<file path="config.mk">
export PLATFORM = sky130hd
export DESIGN_NAME = int_to_float_converter
export DESIGN_NICKNAME = d
export VERILOG_FILES = /design/src/rtl/fp_pkg.sv /design/src/rtl/fp_round_unit.sv /design/src/rtl/int_to_float_converter.sv
export SDC_FILE = /design/constraint.sdc
export NUM_CORES = 1
export LEC_CHECK = 0
export CAP_MARGIN = 20
export CORE_MARGIN = 2
export CORE_UTILIZATION = 51
export DETAILED_ROUTE_END_ITERATION = 8
export PLACE_DENSITY = 0.77
export SYNTH_ARGS = -nofsm -noshare
export SYNTH_HDL_FRONTEND = slang
export SYNTH_SLANG_ARGS = --single-unit
</file>
<file path="constraint.sdc">
create_clock -name CLK -period 3.1 [get_ports CLK]
set_clock_uncertainty 0.05 [all_clocks]
set_input_delay 0.31 -clock CLK [delete_from_list [all_inputs] [get_ports CLK]]
set_output_delay 0.31 -clock CLK [all_outputs]
set_load 0.02 [all_outputs]
</file>
<file path="src/rtl/fp_pkg.sv">
// Shared definitions for the FP execute-stage helper blocks.
//   - FSM state encoding for the integer-to-float converter
//   - rounding-mode encodings (RNE, RTZ, RDN, RUP, RMM)
//   - binary32 exponent bias and a packed binary32 view
package fp_pkg;

  localparam int FP32_BIAS = 127;

  localparam logic [1:0] ST_IDLE  = 2'd0;
  localparam logic [1:0] ST_NORM  = 2'd1;
  localparam logic [1:0] ST_ROUND = 2'd2;
  localparam logic [1:0] ST_FIN   = 2'd3;

  localparam logic [2:0] RM_RNE = 3'b000;
  localparam logic [2:0] RM_RTZ = 3'b001;
  localparam logic [2:0] RM_RDN = 3'b010;
  localparam logic [2:0] RM_RUP = 3'b011;
  localparam logic [2:0] RM_RMM = 3'b100;

  typedef struct packed {
    logic        sign;
    logic [7:0]  exponent;
    logic [22:0] fraction;
  } fp32_t;

endpackage

</file>
<file path="src/rtl/fp_round_unit.sv">
// Combinational rounding/packing stage for a normalised 32-bit magnitude.
// Ports:
//   sign     in  1   result sign
//   mag      in  32  normalised magnitude (bit 31 set unless the value is zero)
//   shift    in  5   left-shift count applied during normalisation
//   rm       in  3   rounding mode; unknown encodings round to nearest-even
//   result   out 32  packed binary32 value
//   inexact  out 1   discarded bits were non-zero
module fp_round_unit
  import fp_pkg::*;
#(
  parameter int BIAS = FP32_BIAS
) (
  input  logic        sign,
  input  logic [31:0] mag,
  input  logic [4:0]  shift,
  input  logic [2:0]  rm,
  output logic [31:0] result,
  output logic        inexact
);

  logic        guard;
  logic        sticky;
  logic        round_up;
  logic [23:0] mant_sum;
  logic [8:0]  exp_base;
  logic [8:0]  exp_final;
  fp32_t       packed_res;

  always_comb begin
    guard  = mag[7];
    sticky = |mag[6:0];

    case (rm)
      RM_RTZ:  round_up = 1'b0;
      RM_RDN:  round_up = sign & (guard | sticky);
      RM_RUP:  round_up = ~sign & (guard | sticky);
      RM_RMM:  round_up = guard;
      default: round_up = guard & (sticky | mag[8]);
    endcase

    // Bit 23 of the sum is the mantissa carry-out; the low 23 bits are then
    // already zero, so only the exponent needs the increment.
    mant_sum  = {1'b0, mag[30:8]} + {23'd0, round_up};
    exp_base  = 9'(BIAS + 31) - {4'd0, shift};
    exp_final = exp_base + {8'd0, mant_sum[23]};

    packed_res.sign     = sign;
    packed_res.exponent = exp_final[7:0];
    packed_res.fraction = mant_sum[22:0];

    if (!mag[31]) begin
      result  = 32'h0000_0000;
      inexact = 1'b0;
    end else begin
      result  = packed_res;
      inexact = guard | sticky;
    end
  end

endmodule

</file>
<file path="src/rtl/int_to_float_converter.sv">
// FCVT.S.W / FCVT.S.WU: 32-bit integer to binary32, fixed 6-cycle latency.
// Normalisation is a 5-step leading-zero search (widths 16, 8, 4, 2, 1).
//
//   state    | meaning
//   ---------+-------------------------------------------------
//   ST_IDLE  | waiting for START; operand captured on START
//   ST_NORM  | five normalisation steps, one width per cycle
//   ST_ROUND | round, pack and register RESULT / INEXACT
//   ST_FIN   | DONE pulse, then back to idle
//
// Ports:
//   CLK          in  1   clock
//   RESET        in  1   asynchronous active-low reset
//   START        in  1   request strobe, sampled only in idle
//   DATA1        in  32  integer operand
//   UNSIGNED_OP  in  1   1 = unsigned operand, 0 = two's complement
//   RM           in  3   rounding mode
//   BUSY         out 1   converter not idle
//   DONE         out 1   one-cycle completion pulse
//   RESULT       out 32  binary32 result, held until the next DONE
//   INEXACT      out 1   NX flag, held with RESULT
module int_to_float_converter
  import fp_pkg::*;
#(
  parameter int BIAS = FP32_BIAS
) (
  input  logic        CLK,
  input  logic        RESET,
  input  logic        START,
  input  logic [31:0] DATA1,
  input  logic        UNSIGNED_OP,
  input  logic [2:0]  RM,
  output logic        BUSY,
  output logic        DONE,
  output logic [31:0] RESULT,
  output logic        INEXACT
);

  logic [1:0]  state;
  logic [2:0]  step;
  logic [31:0] mag;
  logic [4:0]  shift;
  logic        sign;
  logic [2:0]  rm_q;

  logic        operand_neg;
  logic [31:0] operand_mag;
  logic        top_zero;
  logic [31:0] mag_shifted;
  logic [4:0]  shift_add;
  logic [31:0] rnd_result;
  logic        rnd_inexact;

  // 0x80000000 negates to itself, which is the correct unsigned magnitude.
  assign operand_neg = DATA1[31] & ~UNSIGNED_OP;
  assign operand_mag = operand_neg ? (~DATA1 + 32'd1) : DATA1;

  always_comb begin
    top_zero    = 1'b0;
    mag_shifted = mag;
    shift_add   = 5'd0;
    case (step)
      3'd0: begin
        top_zero    = (mag[31:16] == 16'd0);
        mag_shifted = {mag[15:0], 16'd0};
        shift_add   = 5'd16;
      end
      3'd1: begin
        top_zero    = (mag[31:24] == 8'd0);
        mag_shifted = {mag[23:0], 8'd0};
        shift_add   = 5'd8;
      end
      3'd2: begin
        top_zero    = (mag[31:28] == 4'd0);
        mag_shifted = {mag[27:0], 4'd0};
        shift_add   = 5'd4;
      end
      3'd3: begin
        top_zero    = (mag[31:30] == 2'd0);
        mag_shifted = {mag[29:0], 2'd0};
        shift_add   = 5'd2;
      end
      default: begin
        top_zero    = ~mag[31];
        mag_shifted = {mag[30:0], 1'b0};
        shift_add   = 5'd1;
      end
    endcase
  end

  fp_round_unit #(
    .BIAS (BIAS)
  ) u_round (
    .sign    (sign),
    .mag     (mag),
    .shift   (shift),
    .rm      (rm_q),
    .result  (rnd_result),
    .inexact (rnd_inexact)
  );

  always_ff @(posedge CLK or negedge RESET) begin
    if (!RESET) begin
      state   <= ST_IDLE;
      step    <= 3'd0;
      mag     <= 32'd0;
      shift   <= 5'd0;
      sign    <= 1'b0;
      rm_q    <= 3'd0;
      RESULT  <= 32'd0;
      INEXACT <= 1'b0;
    end else begin
      case (state)
        ST_IDLE: begin
          if (START) begin
            sign  <= operand_neg;
            mag   <= operand_mag;
            rm_q  <= RM;
            shift <= 5'd0;
            step  <= 3'd0;
            state <= ST_NORM;
          end
        end
        ST_NORM: begin
          if (top_zero) begin
            mag   <= mag_shifted;
            shift <= shift + shift_add;
          end
          if (step == 3'd4) begin
            step  <= 3'd0;
            state <= ST_ROUND;
          end else begin
            step <= step + 3'd1;
          end
        end
        ST_ROUND: begin
          RESULT  <= rnd_result;
          INEXACT <= rnd_inexact;
          state   <= ST_FIN;
        end
        ST_FIN: begin
          state <= ST_IDLE;
        end
        default: begin
          state <= ST_IDLE;
        end
      endcase
    end
  end

  assign BUSY = (state != ST_IDLE);
  assign DONE = (state == ST_FIN);

endmodule

</file>
# Word level (Yosys, flattened, before mapping)
# Index checks and enable logic that the tools add are counted.
dict set report op_classes {
  n_addsub 6
  n_eq_ne 14
  n_mux 19
  bitwise_logic 10
  reduce_logical 13
}
# cell count
set op_table {}
lappend op_table {{$mux W32} 4}
lappend op_table {{$pmux W32 S4} 1}
lappend op_table {{$pmux W32 S2} 1}
lappend op_table {{$add A32 B1 Y32 const B} 1}
lappend op_table {{$not A32 Y32} 1}
lappend op_table {{$add A23 B1 Y24} 1}
lappend op_table {{$pmux W5 S4} 1}
lappend op_table {{$logic_not A16 Y1} 1}
lappend op_table {{$eq A3 B2 Y1 const B} 4}
lappend op_table {{$mux W5} 2}
lappend op_table {{$pmux W5 S2} 1}
lappend op_table {{$add A8 B1 Y8} 1}
lappend op_table {{$logic_not A8 Y1} 1}
lappend op_table {{$pmux W1 S4} 2}
lappend op_table {{$pmux W2 S4} 1}
lappend op_table {{$sub A8 B5 Y8 const A} 1}
lappend op_table {{$reduce_or A7 Y1} 1}
lappend op_table {{$eq A3 B1 Y1 const B} 2}
lappend op_table {{$eq A3 B3 Y1 const B} 2}
lappend op_table {{$mux W3} 2}
lappend op_table {{$ne A2 B2 Y1 const B} 3}
lappend op_table {{$pmux W3 S2} 1}
lappend op_table {{$reduce_and A2 Y1} 3}
lappend op_table {{$add A5 B5 Y5} 1}
lappend op_table {{13 further kinds} 23}
dict set report word_totals {
  regBits 79
  in_bits 39
  out_inout_bits 35
  elab_cells 70
}

# Longest topological paths before layout
dict set report logic_depth {
  ltp_word 7
  mapped_depth 16
  ltp_nobuf 13
}

# Cells and area by module
# A second synthesis with hierarchy kept.
dict set report hier_totals {
  cells_unflattened 667
  hier_area_um2 6138.4
}
# module n_inst cells_each area_per_inst_um2 seq_area_each_um2
set by_module_without_submodules {}
lappend by_module_without_submodules {int_to_float_converter 1 536 5332.6 1976.9}
lappend by_module_without_submodules {fp_round_unit 1 131 805.8 0.0}

# Worst setup path after synthesis
# No wires, ideal clock.
dict set report synth_timing {
  path_type {reg2reg}
  from {reg step[2]}
  to {reg shift[4]}
  setup_ns 0.121
  arrival_time_ns 3.136
  required_time_ns 2.929
  path_slack_ns -0.207
  stages_incl_launch_ff 17
  path_buffers 3
  synth_period_minus_slack_ns 3.307
  path_cell_list {dfrtp_1 clkbuf_1 clkbuf_1 inv_1 ha_1 nor4_2 nor2_2 inv_2 buf_2 ha_1 fa_1 a21o_1 a21oi_1 xnor2_1 nand4_1 o21ai_0 a22o_1}
}
dict set report synth_between {
  elab_chain_len 5
  elab_cells_between_ends 11
  cone_classes {add/sub (1); eq/ne (4); mux (4); reduce/logical (2)}
}
# item line
set synth_rtl {}
lappend synth_rtl {{start, declared} int_to_float_converter.sv:40} ;# logic [2:0] step;
lappend synth_rtl {{start signal, assigned} int_to_float_converter.sv:133} ;# step <= step + 3'd1;
lappend synth_rtl {{$eq A3 B2 Y1, or another cell as far along} int_to_float_converter.sv:62} ;# case (step)
lappend synth_rtl {{$pmux W5 S4} int_to_float_converter.sv:62}
lappend synth_rtl {{$add A5 B5 Y5} int_to_float_converter.sv:127} ;# shift <= shift + shift_add;
lappend synth_rtl {{$mux W5} int_to_float_converter.sv:125} ;# if (top_zero) begin
lappend synth_rtl {{$pmux W5 S2} int_to_float_converter.sv:113} ;# case (state)
lappend synth_rtl {{end signal, assigned} int_to_float_converter.sv:127}
lappend synth_rtl {{end, declared} int_to_float_converter.sv:42} ;# logic [4:0] shift;
# Parallel ways exist; a longest one is shown, timed or not. The select of a mux whose other input is x is not followed.
# A chain may end at the register's enable or synchronous reset.

# Worst setup path in the final report
dict set report layout_timing {
  from {reg mag[3]}
  to {reg RESULT[26]}
}
dict set report layout_between {
  elab_chain_len 7
  elab_cells_between_ends 10
  cone_classes {add/sub (2); mux (2); bitwise (5); reduce/logical (1)}
}
# item line
set layout_rtl {}
lappend layout_rtl {{start, declared} int_to_float_converter.sv:41} ;# logic [31:0] mag;
lappend layout_rtl {{start signal, assigned} int_to_float_converter.sv:117} ;# mag <= operand_mag;
lappend layout_rtl {{start signal, assigned} int_to_float_converter.sv:126} ;# mag <= mag_shifted;
lappend layout_rtl {{$reduce_or A7 Y1 *} fp_round_unit.sv:32} ;# sticky = |mag[6:0];
lappend layout_rtl {{$or A1 B1 Y1, on equally long branches} {fp_round_unit.sv:39, fp_round_unit.sv:36, fp_round_unit.sv:37}}
lappend layout_rtl {{$and A1 B1 Y1, on equally long branches} {fp_round_unit.sv:39, fp_round_unit.sv:36, fp_round_unit.sv:37}}
lappend layout_rtl {{$pmux W1 S4 *} fp_round_unit.sv:34} ;# case (rm)
lappend layout_rtl {{$add A23 B1 Y24 *} fp_round_unit.sv:44} ;# mant_sum = {1'b0, mag[30:8]} + {23'd0, round_up};
lappend layout_rtl {{$add A8 B1 Y8 *} fp_round_unit.sv:46} ;# exp_final = exp_base + {8'd0, mant_sum[23]};
lappend layout_rtl {{$mux W32 *} fp_round_unit.sv:52} ;# if (!mag[31]) begin
lappend layout_rtl {{end signal, assigned} int_to_float_converter.sv:137} ;# RESULT <= rnd_result;
lappend layout_rtl {{end, declared} int_to_float_converter.sv:35} ;# output logic [31:0] RESULT,
# Every way passes the cells marked *; elsewhere a longest branch is shown, timed or not.

==> reports/results.ini <==
[run_status]
outcome=finished clean

[clocking]
insertion_delay_ns=0.37
path_clk_slew_ns=0.08
clockBufferDepth=2
root_buffer=clkbuf_8
cts_tree=built
numCtsBuffers=9
post-cts-setup-buffer-count=0
cts_sinks=79
h-tree-depth=3

[grt]
gr-total-overflow=0
grt_pass1_wl_um=25800
antenna_found_initial=0
grt_pass1_vias=5076
grt_usage=0.276
grt_start_max_net_pins=80

[pwr]
cell_internal_pwr_w=0.00352
clkPwrFrac=0.117
p_sw_w=0.00336
power_w=0.00688
ir_drop_uv=557
p_leak_nw=2.66
power.share.sequential=0.316
power_density_mw_per_mm2=1010
p_comb_frac=0.567
p_sw_frac=0.488

[placement]
placed_cells=850
dpl.hpwl_um=11300
portBuffers=73
place_area_mm2=0.00653
place.gp.congestion=0.941

[logic_synthesis]
ys_ff_latch=79
syn_nets=738
synth_top_cell_by_area=dfrtp_1
yosysTopAreaCellShare=0.345
yosysWarnings=0
synthFlopType=dfrtp_1
synth_cell_types=65
ys_seq_area_frac=0.345
synth_area_leaders=dfrtp_1 35%, nand2_1 5.9%, xor2_1 4.6%
synth_edf_count=0
synthArstFlopShare=1.00
syn_avg_cell_area_um2=8.44
syn_area_mm2=0.00573
syn_inst=679

[hold_path]
min_path_type=input port to asynchronous set/reset pin

[layout]
nNetsFinal=782
drive_gt1_frac=0.0907
final_common_cell=nand2_1
n_fill_cell=962
postLayoutCellArea_mm2=0.00678
multi_input_area_mm2=0.00333
final_cells=868
seqCellArea_mm2=0.00198
syn_to_final_growth_pct=18.3
final_cell_mix=90 x nand2_1, 76 x dfrtp_1, 72 x clkdlybuf4s50_1
antenna_cells=0

[floorplanning]
row_count=38
start_util=0.526
ioPinCount=74
coreArea_mm2=0.0109
die_w_um=110
die_y_um=110
dieArea_mm2=0.0121

[timing]
drv_slew=0
post-route-min-period_ns=2.89
fin_crit_sh=0.932
finalSetupTns_ns=0
slew_headroom=0.558
rsz0062_at_grt=no
max_freq_mhz=346
finalHoldViolCount=0
finalSetupViolCount=0
worst_pin_slew_ns=0.662

[drt]
drc_errors=0
route.met2.wl_um=7290
drt-met1-wl_um=6940
viasPerCell=6.29
drt_first_pass_iters=9
initialDrtViolationCount=1141
wl_per_cell_um=18.4
dr_wl_met3_um=1230
routed_wl_um=16000
vias=5460
top_layer=met4
postRouteAntennaNets=0

[worst_setup_path]
cp.arrival_ns=3.07
reg2regPathDepth=12
critPathRequiredTime_ns=3.28
rr_startpoint=mag[3]$_DFFE_PN0P_
r2r-end=RESULT[26]$_DFFE_PN0P_
cp-end-kind=register
critPathKind=register to register
crit_fanout=7
r2r_setup_slack_ns=0.21
cp-start-kind=register

[flow_run]
cap_violations=0

-- cell families (layout without fill, tap and decap cells) --
family | Yosys count | after routing | share of synthesized area
multiplexers | 7 | 7 | 0.0135
XOR/XNOR | 55 | 55 | 0.0841
AND/OR/NAND/NOR | 214 | 214 | 0.189
adder cells (fa/ha/maj) | 20 | 20 | 0.0450
buffers and inverters | 106 | 155 | 0.0773
AO/OA/AOI/OAI | 198 | 198 | 0.246
flip-flops | 79 | 79 | 0.345
-- synth_stat cells (22+ instances only) --
cell type / number
nand2_1: 90
dfrtp_1: 79
inv_1: 41
clkbuf_1: 37
nand3_1: 30
xor2_1: 30
o21ai_1: 29
nor2_1: 28
o21ai_0: 28
xnor2_1: 25
a222oi_1: 22
-- registers in the layout, indices dropped and copies added, names as in the netlist --
name,cells
RESULT,32
mag,32
shift,5
rm_q,3
step,3
state,2
INEXACT,1
sign,1
-- through the flow --
stage	utilization	worst slack (ns)	hold slack [ns]
floorplan	-	0.00658	-0.0356
global placement	0.599	0.400	0.427
detailed placement	0.599	0.257	0.428
CTS	0.618	0.159	0.0920
global route	0.623	0.0388	0.424
finish	0.623	0.211	0.361
-- final cells by class --
type	instances	area share
flip-flops and latches	79	0.292
clock buffers	11	0.0209
well taps	140	0.0258
inverters	42	0.0233
multi-input cells	494	0.492
repair buffers	97	0.137
clock inverters	5	0.00849
-- worst max path at each step --
stage                             start                endpoint  cells past startpoint
floorplan           step[2]$_DFFE_PN0P_    shift[4]$_DFFE_PN0P_                     16
global route         mag[1]$_DFFE_PN0P_  RESULT[26]$_DFFE_PN0P_                     12
detailed placement  rm_q[0]$_DFFE_PN0P_  RESULT[25]$_DFFE_PN0P_                     12
finish               mag[3]$_DFFE_PN0P_  RESULT[26]$_DFFE_PN0P_                     12
CTS                  mag[2]$_DFFE_PN0P_  RESULT[26]$_DFFE_PN0P_                     12
global placement               DATA1[0]     mag[26]$_DFFE_PN0P_                      9
-- critical path: stages (launching register included) --
cell and delay, ns:
dfrtp_1 0.49, nor3_1 0.10, nand2_1 0.11, o221ai_1 0.12, a21oi_1 0.19, ha_1 0.23, and3_1 0.30, nand3_2 0.17
or3_1 0.39, ha_1 0.25, nand3_1 0.12, xnor2_1 0.15, o2bb2ai_1 0.08
-- repair_timing --
| item | CTS | global route |
|---|---|---|
| hold buffers | 0 | 1 |
| endpoints found under the hold margin | 0 | 31 |
| setup endpoints to repair | 0 | 1 |
| gates resized for setup | 0 | 5 |
-- power groups by stage --
stage / Clock [W] / Combinational, W / Sequential (W)
2_1_floorplan: 0 / 0.00277 / 0.00197
6_report: 0.000804 / 0.00390 / 0.00217
4_1_cts: 0.000802 / 0.00386 / 0.00213
3_3_place_gp: 0 / 0.00374 / 0.00211
3_5_place_dp: 0 / 0.00383 / 0.00214
5_1_grt: 0.000845 / 0.00428 / 0.00222
-- routing by layer --
metal / GRT usage / up-vias
li1: - / 2568
met1: 0.381 / 2553
met2: 0.437 / 288
met3: 0.0288 / 51
met4: 0.123 / 0
met5: 0 / -
Note: power is estimated with default switching activity, not from simulation.
